<file path="src/rtl/symmetry_pattern_gen_if.sv">
// -----------------------------------------------------------------------------
// symmetry_pattern_gen_if
//
// Purpose : valid/ready word channel between the symmetry pattern generator
//           (master) and the symmetry detector or any other consumer (slave).
//
// Signals :
//   word_out          [7:0]  generated word
//   word_valid               word_out / expected_mismatch are valid
//   word_ready               consumer accepts the word this cycle
//   expected_mismatch [2:0]  mismatched bit pairs the detector must report
// -----------------------------------------------------------------------------
interface symmetry_pattern_gen_if;
    logic [7:0] word_out;
    logic       word_valid;
    logic       word_ready;
    logic [2:0] expected_mismatch;

    modport master (
        output word_out,
        output word_valid,
        output expected_mismatch,
        input  word_ready
    );

    modport slave (
        input  word_out,
        input  word_valid,
        input  expected_mismatch,
        output word_ready
    );
endinterface

</file>
<file path="src/rtl/symmetry_pattern_gen.sv">
// -----------------------------------------------------------------------------
// symmetry_pattern_gen
//
// Purpose : self-test stimulus source for the symmetry detector. Emits a burst
//           of N_WORDS 8-bit words; each word is a 4-bit half-word mirrored
//           into the upper nibble, with a programmable number of bit pairs
//           deliberately broken. Every word carries the mismatch count the
//           detector is expected to report for it.
//
// Parameters:
//   N_WORDS  words per burst (1..256)
//   IDX_W    width of the word index counter (must hold N_WORDS-1)
//
// Ports:
//   clk              clock, all state on rising edge
//   rst_n            asynchronous active-low reset
//   start            begin a burst (sampled only in IDLE)
//   target_mismatch  requested broken pairs per word, saturates at 4
//   bus              master side of the word channel
//                    (word_out, word_valid, word_ready, expected_mismatch)
//   busy             high while the burst is running
//   done             one-cycle pulse after the last word is accepted
//
// Build option:
//   SYMGEN_LFSR_EN   when defined, the half-word comes from a 4-bit LFSR
//                    (x^4 + x^3 + 1) seeded to 4'b0001, instead of the index.
//
// State table:
//   IDLE | waiting for start, outputs zero
//   RUN  | presenting words, advancing on each handshake
//   FIN  | one-cycle done pulse, then back to IDLE
// -----------------------------------------------------------------------------
module symmetry_pattern_gen #(
    parameter int N_WORDS = 16,
    parameter int IDX_W   = 8
) (
    input  logic                          clk,
    input  logic                          rst_n,
    input  logic                          start,
    input  logic [2:0]                    target_mismatch,
    symmetry_pattern_gen_if.master        bus,
    output logic                          busy,
    output logic                          done
);

    typedef enum logic [1:0] {
        IDLE = 2'd0,
        RUN  = 2'd1,
        FIN  = 2'd2
    } state_t;

    localparam logic [IDX_W-1:0] LAST_IDX = IDX_W'(N_WORDS - 1);

    state_t           state_q;
    logic [IDX_W-1:0] idx_q;
    logic [2:0]       tgt_q;
    logic             valid_q;
    logic             busy_q;
    logic             done_q;

    logic             hs;
    logic [3:0]       half;
    logic [1:0]       rot;
    logic [3:0]       mask_base;
    logic [3:0]       mask_rot;
    logic [7:0]       word_c;

    assign hs = valid_q & bus.word_ready;

    // -------------------------------------------------------------------------
    // Control FSM
    // -------------------------------------------------------------------------
    always_ff @(posedge clk or negedge rst_n) begin
        if (!rst_n) begin
            state_q <= IDLE;
            idx_q   <= '0;
            tgt_q   <= '0;
            valid_q <= 1'b0;
            busy_q  <= 1'b0;
            done_q  <= 1'b0;
        end else begin
            case (state_q)
                IDLE: begin
                    done_q <= 1'b0;
                    if (start) begin
                        // Only 4 pairs exist in an 8-bit word.
                        tgt_q   <= (target_mismatch > 3'd4) ? 3'd4 : target_mismatch;
                        idx_q   <= '0;
                        valid_q <= 1'b1;
                        busy_q  <= 1'b1;
                        state_q <= RUN;
                    end
                end
                RUN: begin
                    if (hs) begin
                        if (idx_q == LAST_IDX) begin
                            valid_q <= 1'b0;
                            busy_q  <= 1'b0;
                            done_q  <= 1'b1;
                            state_q <= FIN;
                        end else begin
                            idx_q <= idx_q + IDX_W'(1);
                        end
                    end
                end
                FIN: begin
                    done_q  <= 1'b0;
                    state_q <= IDLE;
                end
                default: begin
                    valid_q <= 1'b0;
                    busy_q  <= 1'b0;
                    done_q  <= 1'b0;
                    state_q <= IDLE;
                end
            endcase
        end
    end

    // -------------------------------------------------------------------------
    // Half-word source
    // -------------------------------------------------------------------------
`ifdef SYMGEN_LFSR_EN
    logic [3:0] lfsr_q;

    // Fibonacci x^4 + x^3 + 1: shift toward MSB, feedback = bit3 ^ bit2 into
    // bit 0. Reseeded on every accepted start so each burst repeats exactly.
    always_ff @(posedge clk or negedge rst_n) begin
        if (!rst_n) begin
            lfsr_q <= 4'b0001;
        end else if (state_q == IDLE && start) begin
            lfsr_q <= 4'b0001;
        end else if (state_q == RUN && hs) begin
            lfsr_q <= {lfsr_q[2:0], lfsr_q[3] ^ lfsr_q[2]};
        end
    end

    assign half = lfsr_q;
`else
    // Index wraps modulo 16 for the half-word when bursts exceed 16 words.
    assign half = 4'(idx_q);
`endif

    assign rot = 2'(idx_q);

    // -------------------------------------------------------------------------
    // Word construction: combinational from registered state so the first
    // word is valid in the first RUN cycle and holds under backpressure.
    // -------------------------------------------------------------------------
    always_comb begin
        mask_base = 4'b0000;
        case (tgt_q)
            3'd0:    mask_base = 4'b0000;
            3'd1:    mask_base = 4'b0001;
            3'd2:    mask_base = 4'b0011;
            3'd3:    mask_base = 4'b0111;
            default: mask_base = 4'b1111;
        endcase
    end

    // Rotating the broken-pair mask with the index spreads the broken pairs
    // across all bit positions over a burst.
    always_comb begin
        mask_rot = mask_base;
        case (rot)
            2'd0: mask_rot = mask_base;
            2'd1: mask_rot = {mask_base[2:0], mask_base[3]};
            2'd2: mask_rot = {mask_base[1:0], mask_base[3:2]};
            2'd3: mask_rot = {mask_base[0],   mask_base[3:1]};
            default: mask_rot = mask_base;
        endcase
    end

    always_comb begin
        word_c      = 8'h00;
        word_c[3:0] = half;
        for (int k = 0; k < 4; k++) begin
            word_c[7-k] = half[k] ^ mask_rot[k];
        end
    end

    // -------------------------------------------------------------------------
    // Outputs (zero outside RUN)
    // -------------------------------------------------------------------------
    assign bus.word_valid        = valid_q;
    assign bus.word_out          = valid_q ? word_c : 8'h00;
    assign bus.expected_mismatch = valid_q ? tgt_q  : 3'd0;
    assign busy                  = busy_q;
    assign done                  = done_q;

endmodule

</file>
<file path="src/flat_wrapper.sv">
// flat-port wrapper written by rule: the top's interface ports become plain ports
module symmetry_pattern_gen_flat 
#(
    parameter int N_WORDS = 16,
    parameter int IDX_W   = 8
)
  (clk, rst_n, start, target_mismatch, busy, done, bus_word_out, bus_word_valid, bus_expected_mismatch, bus_word_ready);
  symmetry_pattern_gen_if bus_i ();
  input  logic clk;
  input  logic rst_n;
  input  logic start;
  input  logic [2:0] target_mismatch;
  output logic busy;
  output logic done;
  output wire logic [$bits(bus_i.word_out)-1:0] bus_word_out;
  output wire logic [$bits(bus_i.word_valid)-1:0] bus_word_valid;
  output wire logic [$bits(bus_i.expected_mismatch)-1:0] bus_expected_mismatch;
  input wire logic [$bits(bus_i.word_ready)-1:0] bus_word_ready;
  assign bus_word_out = bus_i.word_out;
  assign bus_word_valid = bus_i.word_valid;
  assign bus_expected_mismatch = bus_i.expected_mismatch;
  assign bus_i.word_ready = bus_word_ready;
  symmetry_pattern_gen #(.N_WORDS(N_WORDS), .IDX_W(IDX_W)) u_core (.clk(clk), .rst_n(rst_n), .start(start), .target_mismatch(target_mismatch), .bus(bus_i), .busy(busy), .done(done));
endmodule
</file>
<file path="config.mk">
export PLATFORM = sky130hd
export DESIGN_NAME = symmetry_pattern_gen_flat
export DESIGN_NICKNAME = d
export VERILOG_FILES = /design/src/rtl/symmetry_pattern_gen_if.sv /design/src/rtl/symmetry_pattern_gen.sv /design/src/flat_wrapper.sv
export SDC_FILE = /design/constraint.sdc
export NUM_CORES = 1
export LEC_CHECK = 0
export ABC_CLOCK_PERIOD_IN_PS = 3400
export BUFFER_PORTS_ARGS = -buffer_cell sky130_fd_sc_hd__buf_2
export CELL_PAD_IN_SITES_DETAIL_PLACEMENT = 0
export CELL_PAD_IN_SITES_GLOBAL_PLACEMENT = 1
export CORE_MARGIN = 4
export CORE_UTILIZATION = 42
export CTS_CLUSTER_DIAMETER = 50
export DETAILED_ROUTE_END_ITERATION = 10
export PLACE_DENSITY_LB_ADDON = 0.1
export SLEW_MARGIN = 30
export SYNTH_ARGS = -nofsm -noshare
export SYNTH_HDL_FRONTEND = slang
export SYNTH_SLANG_ARGS = --single-unit
</file>
<file path="constraint.sdc">
create_clock -name clk -period 3.4 [get_ports clk]
set_input_delay 0.68 -clock clk [delete_from_list [all_inputs] [get_ports clk]]
set_output_delay 0.68 -clock clk [all_outputs]
set_load 0.05 [all_outputs]
</file>
==> Yosys cells after proc, flatten, opt, wreduce, memory -nomap -nowiden <==
Index checks and enable logic that the tools add are counted.
W data, S select, Z words.
{ "op_classes": {"n_addsub": 1, "magnitude_cmp": 1, "eq_ne": 13, "n_mux": 20, "bitwise": 6, "reduce_logical": 9} }
{ "op_table": {"columns": ["cell", "count"], "rows": [
  ["$mux W8", 4],
  ["$pmux W4 S4", 2],
  ["$pmux W8 S2", 1],
  ["$add A8 B1 Y8 const B", 1],
  ["$eq A8 B4 Y1 const B", 1],
  ["$reduce_and A4 Y1", 2],
  ["$eq A2 B2 Y1 const B", 3],
  ["$eq A3 B2 Y1 const B", 2],
  ["$mux W1", 6],
  ["$mux W2", 3],
  ["$mux W3", 2],
  ["$eq A2 B1 Y1 const B", 2],
  ["$logic_not A2 Y1", 2],
  ["$ne A2 B1 Y1 const B", 2],
  ["$ne A2 B2 Y1 const B", 2],
  ["$pmux W2 S2", 1],
  ["$reduce_and A2 Y1", 2],
  ["$xor A1 B1 Y1", 4],
  ["$eq A3 B1 Y1 const B", 1],
  ["$gt A3 B3 Y1 const B", 1],
  ["$logic_not A3 Y1", 1],
  ["$pmux W1 S3", 1],
  ["$reduce_and A3 Y1", 1],
  ["$reduce_bool A2 Y1", 1],
  ["2 further kinds", 2]
]} }
{ "totals": {"ff_bits": 15, "in_bits": 7, "output_inout_bits": 14, "elab_cells": 55} }

==> Logic depth before layout (Yosys ltp) <==
{ "depth": {"ltp_word": 5, "mapped_depth": 7} }

==> Worst setup path before layout <==
Ideal clock, no wire load.
{ "synth_path": {"path_kind": "register to output", "from": "register u_core.idx_q[0]", "to": "output bus_word_out[4]", "arrival_ns": 2.307, "t_required_ns": 2.720, "setup_slack_ns": 0.413, "stages_incl_launch_ff": 7, "path_buffers": 0, "cell_sequence": "dfrtp_1 inv_1 ha_1 o21ai_0 a211oi_1 o21ai_0 o21ai_0"} }
{ "synth_between": {"elab_chain_len": 4, "word_cells_on_any_way": 7} }
{ "synth_rtl": {"columns": ["element", "line_no", "source"], "rows": [
  ["start: declaration", "symmetry_pattern_gen.sv:55", "logic [IDX_W-1:0] idx_q;"],
  ["start signal: assignment", "symmetry_pattern_gen.sv:102", "idx_q <= idx_q + IDX_W'(1);"],
  ["$eq A2 B2 Y1, or another cell as far along", "symmetry_pattern_gen.sv:165", "case (rot)"],
  ["$pmux W4 S4 (*)", "symmetry_pattern_gen.sv:165", null],
  ["$xor A1 B1 Y1 (*)", "symmetry_pattern_gen.sv:178", "word_c[7-k] = half[k] ^ mask_rot[k];"],
  ["$mux W8 (*)", "symmetry_pattern_gen.sv:186", "assign bus.word_out = valid_q ? word_c : 8'h00;"],
  ["end: declaration", "flat_wrapper.sv:15", "output wire logic [$bits(bus_i.word_out)-1:0] bus_word_out;"]
]} }
Mark *: on every way between the ends. The rest lies on a longest branch, timed or not.

==> Worst setup path in the final report <==
{ "layout_path": {"from": "register u_core.idx_q[0]", "to": "output bus_word_out[5]"} }
Same word-level chain as after synthesis.

==> out/metrics.yaml <==
syn_nets: 136
setup_tns_ns: 0
ys_seq_area_share_pct: 36.1
vias: 920
start_util_pct: 45.7
final_critical_path_setup_slack_ns: 0.546
min_period_ns: 2.85
antenna_cells: 0
cap_violations: 0
hold_class: "input port to asynchronous set/reset pin"
routed_via_density: 5.38
nets: 155
htree_levels: 1
ys_types: 30
cp-end-kind: "output port"
ys.flop_type: "dfrtp_1"
fmax_mhz: 350
path_max_fanout: 8
grt_first_pass_wirelength_mm: 3.96
status: "finished, final reports clean"
synth.most_common_cell: "dfrtp_1"
synth_top_area_share_pct: 36.1
cts_root_buf: "clkbuf_4"
route.detailed.drc: 0
synth_xor_area_share_pct: 6.73
slew_headroom_pct: 65.0
clkTransAtPathRegs_ns: 0.08
grt_pass1_vias: 815
fp.dieH_um: 57.8
clk_latency_ns: 0.27
muxShareOfSynthArea_pct: 0
place.port_buffers: 20
required_ns: 2.72
cts_tree: "done"
rows: 17
die_area_um2: 3340
synth_fa_ha_area_share_pct: 4.81
path_class: "register to output port"
cts_made_buffers: 3
worst_hold_slack_ns: 0.305
async_reset_ff_share_pct: 100
synth_compound_area_share_pct: 19.6
grt.total_usage_pct: 14.9
start_kind: "register"
grt_overflow: 0
hold_violations: 0
postCtsSetupBuffers: 0
cts_resized: 0
drive_gt1_share_pct: 18.2
timing.rr.start: "u_core.idx_q[0]"
pre_cts_ws_ns: 0.851
cts_hold_buffers: 0
wl_mm: 2.25
yosys.area.top_type: "dfrtp_1"
rsz0062_at_grt: "no"
first_iter_violations: 13
die_x_um: 57.8
synthCells: 125
grt_start_max_net_pins: 17
antenna_found_initial: 0
tightest_slew_ns: 0.523
synth_warnings: 0
area_delta_synth_final_pct: 13.0
r2r_setup_slack_ns: 1.51
netlist_area_um2: 1040
min_period_over_period_pct: 83.9
cp.arrival_ns: 2.17
synth-seq-cells: 15
design.core.area_um2: 2280
cts_num_sinks: 15
yosys.area_share.simple_pct: 28.1
synth_top_cells_by_count: "15 x dfrtp_1, 14 x nand2_1, 11 x o21ai_0"
gp_congestion: 0.782
synth_edf_count: 0
drv_slew: 0
setup-violations-final: 0
first_pass_iters: 4
cp-startpoint: "u_core.idx_q[0]"
ant_nets: 0
num_io_pins: 21
syn_avg_cell_area_um2: 8.33
wl_per_cell_um: 13.1
clock-skew-final_ns: 0.00105
synth_top_family_by_area: "simple AND/OR/NAND/NOR gates"
dp_hpwl_mm: 1.71
synthTopCellsByArea: "dfrtp_1 36%, and2_1 6.0%, xnor2_1 5.9%, o21ai_0 5.3%, nand2_1 5.0%"
cts_buffer_depth: 2
-- kinds of logic after synthesis --
kind of cell / count (synthesis)
AOI/OAI and AO/OA: 30
xor gates and xnor gates: 8
buffers and inverters: 12
and+or+nand+nor: 56
DFF: 15
adders and majority gates: 4
-- critical path, cell delays in order (launching register included) --
cell and delay [ns]:
dfrtp_1 0.48, inv_1 0.14, ha_1 0.30, a211oi_1 0.31
a22oi_1 0.16, xor2_1 0.14, and2_1 0.13, buf_2 0.25
-- cell type report --
| cell class | instances | area [um^2] |
|---|---|---|
| multi-input combinational | 98 | 617 |
| tap | 28 | 35.0 |
| timing repair buffer | 20 | 100 |
| fill | 245 | 1100 |
| inverter | 6 | 22.5 |
| sequential | 15 | 375 |
| clock buffer | 4 | 26.3 |
-- per-stage QoR --
stage	util, %	instances	cell area (um^2)
4_1_cts	51.7	171	1180
2_1_floorplan	-	125	1040
5_1_grt	51.7	171	1180
6_report	51.7	171	1180
3_5_place_dp	50.5	167	1150
3_3_place_gp	50.5	167	1150
-- layout by cell type (no fill, tap or decap), drive strengths merged, types with 2 or more instances in the layout --
master / Yosys / layout
xnor2: 7 / 7
buf: 1 / 20
nor2b: 3 / 3
a21oi: 4 / 4
a211oi: 6 / 6
nand2: 14 / 14
nand3: 3 / 3
inv: 6 / 6
dfrtp: 15 / 15
clkbuf: 5 / 4
nand4b: 2 / 2
nor3: 3 / 3
nand2b: 6 / 6
o21ai: 12 / 12
nor2: 10 / 10
nor4: 2 / 2
and2: 10 / 10
a32oi: 2 / 2
ha: 4 / 4
-- sequential cells by signal, summed over array words and instances, names as in the netlist --
register	count
u_core.tgt_q	3
u_core.done	1
u_core.bus.word_valid	1
u_core.idx_q	8
u_core.state_q	2
-- path summary, 6_finish.rpt --
check	end	cells past startpoint
setup / recovery	bus_word_out[5]	7
hold / removal	u_core.tgt_q[2]	1
setup reg to reg	u_core.idx_q[7]	6
hold reg to reg	u_core.done	2
max in group asynchronous	u_core.idx_q[0]	1
min in group clk	u_core.done	2
-- metal layers --
layer	routed length, um	global-route usage [%]	share of wire [%]
met5	0	0	0
met4	12	3.97	0.53
met3	114	2.67	5.1
met2	952	20.6	42
met1	1170	23.3	52
Power is not shown: default switching activity piles up to over one toggle a cycle in this logic, so the estimate is an artifact.
